[config.mk]
export PLATFORM = sky130hd
export DESIGN_NAME = mmio_controller
export DESIGN_NICKNAME = d
export VERILOG_FILES = /design/src/rtl/mmio_controller.sv
export SDC_FILE = /design/constraint.sdc
export NUM_CORES = 1
export LEC_CHECK = 0
export BUFFER_PORTS_ARGS = -buffer_cell sky130_fd_sc_hd__clkbuf_2
export CAP_MARGIN = 25
export CELL_PAD_IN_SITES_DETAIL_PLACEMENT = 1
export CELL_PAD_IN_SITES_GLOBAL_PLACEMENT = 2
export CORE_MARGIN = 2
export CORE_UTILIZATION = 25
export DETAILED_ROUTE_END_ITERATION = 8
export PLACE_DENSITY_LB_ADDON = 0.1
export SLEW_MARGIN = 20
export SYNTH_ARGS = -nofsm -noshare
export SYNTH_HDL_FRONTEND = slang
export SYNTH_SLANG_ARGS = --single-unit
[constraint.sdc]
create_clock -name clk -period 4.4 [get_ports clk]
set_input_delay 0 -clock clk [delete_from_list [all_inputs] [get_ports clk]]
set_output_delay 0 -clock clk [all_outputs]
set_load 0.1 [all_outputs]
[src/rtl/mmio_controller.sv]
// mmio_controller
//   Decodes CPU accesses into either block memory (mem_sel) or one of NUM_CH
//   MMIO channels living in the 4 KiB page addr[31:12] == MMIO_BASE.
//   addr[11:8] picks the channel, addr[7:0] is the register offset.
//   An MMIO access is latched, strobed to the channel for one cycle (ISSUE),
//   then the block waits for that channel's ack (WAIT) and completes in RESP.
//
// Ports
//   clk, Rst                       clock, asynchronous active-low reset
//   req_addr/req_rd/req_wr/req_din CPU access
//   req_hold                       CPU stall while an MMIO access is in flight
//   req_dout/req_err               completion data / error, held until next MMIO completion
//   mem_sel                        access targets block memory
//   ch_sel/ch_rd/ch_wr             one-cycle channel strobes
//   ch_addr/ch_din                 latched register offset / write data
//   ch_dout/ch_ack                 channel responses (channel i at ch_dout[i*DATA_W +: DATA_W])
//
// Build option
//   MMIO_TIMEOUT_EN  when defined, a WAIT longer than TIMEOUT cycles completes
//                    with req_err=1 and a 0xDEADBEEF fill pattern.
module mmio_controller #(
  parameter int          NUM_CH    = 4,
  parameter int          DATA_W    = 32,
  parameter logic [19:0] MMIO_BASE = 20'hAAAAA,
  parameter int          TIMEOUT   = 16
) (
  input  logic                     clk,
  input  logic                     Rst,
  input  logic [31:0]              req_addr,
  input  logic                     req_rd,
  input  logic                     req_wr,
  input  logic [DATA_W-1:0]        req_din,
  output logic                     req_hold,
  output logic [DATA_W-1:0]        req_dout,
  output logic                     req_err,
  output logic                     mem_sel,
  output logic [NUM_CH-1:0]        ch_sel,
  output logic                     ch_rd,
  output logic                     ch_wr,
  output logic [7:0]               ch_addr,
  output logic [DATA_W-1:0]        ch_din,
  input  logic [NUM_CH*DATA_W-1:0] ch_dout,
  input  logic [NUM_CH-1:0]        ch_ack
);

  if (NUM_CH < 1 || NUM_CH > 16 || TIMEOUT < 1) begin : g_param_check
    $error("mmio_controller: NUM_CH must be 1..16 and TIMEOUT >= 1");
  end

  typedef enum logic [1:0] {IDLE, ISSUE, WAIT, RESP} state_t;

  state_t            state, state_nxt;
  logic              acc, is_mmio, idx_ok, accept;
  logic [3:0]        idx_in, idx_r;
  logic              rd_r, wr_r;
  logic              sel_ack, tmo;
  logic [DATA_W-1:0] sel_data;

  assign acc     = req_rd | req_wr;
  assign is_mmio = (req_addr[31:12] == MMIO_BASE);
  assign idx_in  = req_addr[11:8];
  assign idx_ok  = 32'(idx_in) < 32'(NUM_CH);
  assign mem_sel = acc & ~is_mmio;
  assign accept  = (state == IDLE) & acc & is_mmio;

  // Ack/data of the latched channel only; other channels' acks are ignored.
  always_comb begin
    sel_ack  = 1'b0;
    sel_data = '0;
    for (int unsigned i = 0; i < NUM_CH; i++) begin
      if (idx_r == 4'(i)) begin
        sel_ack  = ch_ack[i];
        sel_data = ch_dout[i*DATA_W +: DATA_W];
      end
    end
  end

`ifdef MMIO_TIMEOUT_EN
  localparam int CNT_W = $clog2(TIMEOUT + 1);
  localparam logic [31:0] DEAD_PAT = 32'hDEADBEEF;
  logic [CNT_W-1:0] tcnt;

  function automatic logic [DATA_W-1:0] dead_fill();
    logic [DATA_W-1:0] f;
    for (int unsigned i = 0; i < DATA_W; i++) f[i] = DEAD_PAT[i % 32];
    return f;
  endfunction

  // tcnt holds the number of completed WAIT cycles; the TIMEOUT-th WAIT
  // cycle is the last one, and an ack in that cycle still wins.
  assign tmo = (state == WAIT) && (tcnt == CNT_W'(TIMEOUT - 1));

  always_ff @(posedge clk or negedge Rst) begin
    if (!Rst)                   tcnt <= '0;
    else if (state_nxt == ISSUE) tcnt <= '0;
    else if (state == WAIT)     tcnt <= tcnt + 1'b1;
  end
`else
  assign tmo = 1'b0;
`endif

  // State register
  always_ff @(posedge clk or negedge Rst) begin
    if (!Rst) state <= IDLE;
    else      state <= state_nxt;
  end

  // Next-state logic
  always_comb begin
    state_nxt = state;
    case (state)
      IDLE:    if (accept) state_nxt = idx_ok ? ISSUE : RESP;
      ISSUE:   state_nxt = sel_ack ? RESP : WAIT;
      WAIT:    if (sel_ack || tmo) state_nxt = RESP;
      RESP:    state_nxt = IDLE;
      default: state_nxt = IDLE;
    endcase
  end

  // Request latch and completion capture
  always_ff @(posedge clk or negedge Rst) begin
    if (!Rst) begin
      idx_r    <= '0;
      rd_r     <= 1'b0;
      wr_r     <= 1'b0;
      ch_addr  <= '0;
      ch_din   <= '0;
      req_dout <= '0;
      req_err  <= 1'b0;
    end else begin
      if (accept) begin
        idx_r   <= idx_in;
        rd_r    <= req_rd;
        wr_r    <= req_wr;
        ch_addr <= req_addr[7:0];
        ch_din  <= req_din;
        if (!idx_ok) begin
          req_dout <= '0;
          req_err  <= 1'b1;
        end
      end else if ((state == ISSUE || state == WAIT) && sel_ack) begin
        req_dout <= sel_data;
        req_err  <= 1'b0;
      end
`ifdef MMIO_TIMEOUT_EN
      else if (tmo) begin
        req_dout <= dead_fill();
        req_err  <= 1'b1;
      end
`endif
    end
  end

  // Outputs; hold is gated by Rst so a request pending during reset does not stall.
  always_comb begin
    req_hold = Rst & (accept | (state == ISSUE) | (state == WAIT));
    ch_sel   = '0;
    ch_rd    = 1'b0;
    ch_wr    = 1'b0;
    if (state == ISSUE) begin
      for (int unsigned i = 0; i < NUM_CH; i++) ch_sel[i] = (idx_r == 4'(i));
      ch_rd = rd_r;
      ch_wr = wr_r;
    end
  end

endmodule
### After elaboration in Yosys (flattened, before gate mapping)

Index checks and enable logic that the tools add are counted.
W data, S select, Z words.

| word-level totals | value |
|---|---|
| logic and storage cells | 56 |
| memories kept | 0 |
| bits in read-only memories | 0 |
| bits in latches | 0 |
| memory bits (writable) | 0 |
| bits in registers | 81 |

| cells by class | value |
|---|---|
| mux-type cells | 22 |
| div/mod/pow operators | 0 |
| multipliers | 0 |
| reduce and logical (&&, ||, !) cells | 7 |
| bitwise logic cells | 8 |
| order comparisons | 1 |
| shifts and indexed selects | 0 |
| equality and inequality tests | 10 |
| add/subtract/negate cells | 0 |

Operators by type and width:

| kind | number |
|---|---|
| $mux W32 | 7 |
| $eq A20 B20 Y1 const B | 1 |
| $mux W1 | 10 |
| $eq A4 B2 Y1 const B | 2 |
| $pmux W2 S4 | 1 |
| $mux W2 | 3 |
| $ne A2 B2 Y1 const B | 3 |
| $and A1 B1 Y1 | 4 |
| $eq A2 B2 Y1 const B | 2 |
| $eq A4 B1 Y1 const B | 1 |
| $logic_not A4 Y1 | 1 |
| $lt A4 B3 Y1 const B | 1 |
| $mux W4 | 1 |
| $reduce_and A2 Y1 | 2 |
| $or A1 B1 Y1 | 3 |
| $eq A2 B1 Y1 const B | 1 |
| $logic_not A2 Y1 | 1 |
| $reduce_bool A2 Y1 | 1 |
| $logic_and A1 B1 Y1 | 1 |
| $logic_or A1 B1 Y1 | 1 |
| $not A1 Y1 | 1 |

### Depth between registers and ports, before layout

| depth | value |
|---|---|
| depth after elaboration | 8 |
| mapped depth | 8 |
| mapped depth without buffers | 6 |

### Worst setup path before layout

Ideal clock, no wire load.

| timing path | value |
|---|---|
| path type | register to output |
| start | reg idx_r[0] |
| end | out ch_sel[1] |
| cell stages (with the launch flop) | 5 |
| slack | 1.254 ns |
| data arrival time | 3.146 ns |
| data required time | 4.400 ns |
| cell sequence | dfrtp_1 > buf_6 > buf_1 > inv_1 > nor3_1 |

| between the ends | value |
|---|---|
| cells in the longest elaborated chain, start to end | 2 |

RTL lines:

| element | line | RTL |
|---|---|---|
| from (decl) | 54 | `logic [3:0] idx_in, idx_r;` |
| from (signal assigned) | 132 | `idx_r <= idx_in;` |
| $eq A4 B1 Y1 | 161 | `for (int unsigned i = 0; i < NUM_CH; i++) ch_sel[i] = (idx_r == 4'(i));` |
| $mux W4 | 160 | `if (state == ISSUE) begin` |
| to (decl) | 37 | `output logic [NUM_CH-1:0] ch_sel,` |

Every way passes these cells.

### Final worst setup path

| timing path | value |
|---|---|
| start | reg state[0] |
| end | out req_hold |

| between the ends | value |
|---|---|
| cells in the longest elaborated chain, start to end | 6 |
| elaborated cells on any way between the ends | 8 |
| classes of those cells | 2 x eq/ne; 5 x bitwise; 1 x reduce/logical |

RTL lines:

| element | line | RTL |
|---|---|---|
| from (decl) | 52 | `state_t state, state_nxt;` |
| from (signal assigned) | 105 | `else state <= state_nxt;` |
| $logic_not A2 Y1 | 64 | `assign accept = (state == IDLE) & acc & is_mmio;` |
| $and A1 B1 Y1 (2 in a row) | 64 |  |
| $or A1 B1 Y1 | 156 | `req_hold = Rst & (accept \| (state == ISSUE) \| (state == WAIT));` |
| $or A1 B1 Y1 * | 156 |  |
| $and A1 B1 Y1 * | 156 |  |
| to (decl) | 33 | `output logic req_hold,` |

Every way passes the cells marked *; elsewhere a longest branch is shown, timed or not.

==> impl_metrics.py <==
metrics = {
    "floorplan": {
        "core-area_um2": 15900,
        "placementRows": 46,
        "die-area_um2": 17400,
        "die_y_um": 132,
        "die_w_um": 132,
        "boundaryPins": 281,
        "start_util_pct": 25.7,
    },
    "layout": {
        "final_cell_mix": "clkbuf_2, nand2_1, dfrtp_1, dlygate4sd3_1, a22o_1",
        "nets": 882,
        "design_area_um2": 6510,
        "final_common_cell": "clkbuf_2",
        "nFillCells": 1866,
        "drive_above_1_share_pct": 50.5,
        "area_growth_pct": 58.7,
        "diodes": 0,
    },
    "global_routing": {
        "grt-ovfl-total": 0,
        "grt_pass1_vias": 4413,
        "grtUsageTotal_pct": 16.9,
        "grt_antenna_before_repair": 0,
        "grt_max_degree": 77,
        "grt_pass1_wl_um": 23200,
    },
    "status": {
        "status": "finished, final reports clean",
    },
    "clock_network": {
        "cts_setup_buffers": 0,
        "clock_sinks": 81,
        "clock_latency_ns": 0.34,
        "cts_buffers": 9,
        "htree_num_levels": 3,
        "clock-root-buffer": "clkbuf_16",
        "cts_buffer_depth": 2,
        "cts_tree": "yes",
        "clk_pin_slew_ns": 0.06,
        "cts-resized-gates": 0,
        "hold_buffers": 48,
    },
    "timing": {
        "period_needed_ns": 2.48,
        "period_share_pct": 56.3,
        "slew_headroom_pct": 50.7,
        "finalHoldViolCount": 0,
        "skew_ns": 0.00579,
        "finalSetupViolations": 0,
        "tightest_slew_ns": 0.740,
        "tns_ns": 0,
        "setup_slack_ns": 1.92,
        "maxSlewViolCount": 0,
        "rsz0062_at_grt": "no",
        "max_freq_mhz": 404,
    },
    "setup_path": {
        "cp_max_fo": 17,
        "cp_common_cell": "inv_1",
        "cp_num_buf_inv": 4,
        "cp.required_ns": 4.40,
        "cpPeakStageDelay_ns": 0.45,
        "critPathLaunchType": "register",
        "endpoint_kind": "output port",
        "crit_slowest_cell": "clkbuf_2",
        "cp_cell_sequence": "inv_1 -> ha_1 -> inv_1 -> nor4_4 -> buf_4 -> o31a_1 -> clkbuf_2",
        "cp.arrival_ns": 2.48,
        "cp_top_family": "buffers and inverters",
        "rr_worst_depth": 7,
        "reg2reg_slack_ns": 1.95,
        "regToRegStartpoint": "state[0]",
        "r2r-end": "req_dout[8]",
        "criticalPathCategory": "register to output port",
    },
    "place": {
        "gp_congestion": 0.759,
        "io_buffers": 280,
        "placed_cell_area_um2": 5680,
        "place_ws_ns": 1.94,
        "dp.final_hpwl_um": 11100,
    },
    "synthesis": {
        "avgSynthCellArea_um2": 11.5,
        "syn_area_um2": 4100,
        "ys_warn_count": 0,
        "synth.yosys.seq_area_share_pct": 49.5,
        "postSynthCellCount": 357,
        "synth_fp_nets": 561,
        "ys_types": 32,
        "ys_seq_elements": 81,
    },
    "route": {
        "top_layer": "met4",
        "via_count": 4038,
        "drt_wl_total_um": 14500,
        "ant_nets": 0,
        "route.met3.wl_um": 954,
        "m1WireLength_um": 5730,
        "wl_met2_um": 7500,
        "via_per_inst": 4.49,
        "first_pass_iters": 4,
        "drcViolationCount": 0,
        "first_iter_violations": 82,
        "wl_per_cell_um": 16.1,
    },
    "min_path": {
        "hp-class": "input pin to async pin",
    },
    "power": {
        "power_density_nw_per_um2": 574,
        "leakagePower_nw": 3.54,
        "peakVddDrop_mv": 0.298,
    },
    "flow_run": {
        "maxCapViolations": 0,
    },
}
-- cell type report --
cell class / instances / area, µm² / share of cell area, %
clock buffers: 12 / 267 / 4.10
repair buffers: 334 / 1930 / 29.7
multi-input cells: 248 / 1920 / 29.5
flip-flops and latches: 81 / 2030 / 31.2
well taps: 216 / 270 / 4.15
inverters: 4 / 15.0 / 0.231
clock inverters: 4 / 73.8 / 1.13
-- stage by stage --
step	power (mW)	utilization (%)	hold slack [ns]	cells
2_1_floorplan	2.49	-	-0.296	357
6_report	3.74	40.8	0.0190	899
3_5_place_dp	2.89	35.6	-0.181	835
5_1_grt	3.90	40.8	0.0454	899
4_1_cts	3.79	40.8	0.00941	899
3_3_place_gp	2.86	35.6	-0.179	835
-- logic make-up after synthesis --
group,after synthesis,share of synthesized area [%]
AO/OA/AOI/OAI,43,9.04
adder cells (fa/ha/maj),4,1.22
multiplexers,35,18.7
flip-flops,81,49.5
AND/OR/NAND/NOR,166,17.8
buffers and inverters,28,3.79
-- report_power, final --
part           leakage (nW)  internal [mW]  switching [mW]
logic                  2.30          0.422            1.48
registers              1.07          0.901          0.0937
clock network         0.169          0.544           0.301
total                  3.54           1.87            1.87
-- sequential cells by signal, summed over array words and instances, names as in the netlist --
| name | cells |
|---|---|
| wr_r | 1 |
| ch_addr | 8 |
| ch_din | 32 |
| req_err | 1 |
| state | 2 |
| rd_r | 1 |
| idx_r | 4 |
| req_dout | 32 |
-- cell usage after synthesis --
library cell,n,area share [%]
o22a_1,1,0.21
inv_1,4,0.37
mux2_4,1,0.37
and4bb_1,3,0.92
a311o_1,1,0.24
o31ai_1,1,0.18
o31a_1,1,0.21
ha_1,4,1.2
nor3_1,3,0.37
a221oi_2,1,0.37
a22oi_1,1,0.18
buf_1,2,0.18
nor4bb_1,3,0.73
nand2_1,137,13
mux4_2,33,18
dfrtp_1,81,49
nor4_4,1,0.52
nand3_2,1,0.24
nor2_1,9,0.82
a21oi_1,1,0.12
or4_4,1,0.27
o21ai_0,2,0.24
and2_4,1,0.21
mux2i_1,1,0.24
buf_6,5,1.4
clkbuf_1,7,0.64
nand3_1,3,0.37
and4bb_2,1,0.31
and2_1,2,0.31
buf_2,10,1.2
nand2_2,1,0.15
a22o_1,34,7.3
-- worst reg2reg max path, delay by kind of cell, from the launching register on --
kind	cells	cell delay [ns]
compound gates	1	0.31
buf+inv	3	0.58
flops	1	0.42
mux	1	0.48
simple gates	1	0.30
fa+ha+maj	1	0.25
-- how the worst max path moves through the flow --
stage / from / end / slack [ns] / cells past startpoint
2_1_floorplan: idx_r[0] / ch_sel[1] / 1.25 / 4
3_3_place_gp: idx_r[0] / req_dout[6] / 2.01 / 6
3_5_place_dp: idx_r[0] / req_dout[8] / 1.94 / 6
4_1_cts: state[0] / req_hold / 1.89 / 7
5_1_grt: state[0] / req_hold / 1.77 / 7
6_report: state[0] / req_hold / 1.92 / 7
-- layer usage --
metal,track usage [%],vias to the layer above
met5,0,-
met4,6.46,0
met3,4.27,14
met2,30.4,163
met1,19.3,1949
li1,-,1912
Note: power is estimated with default switching activity, not from simulation.
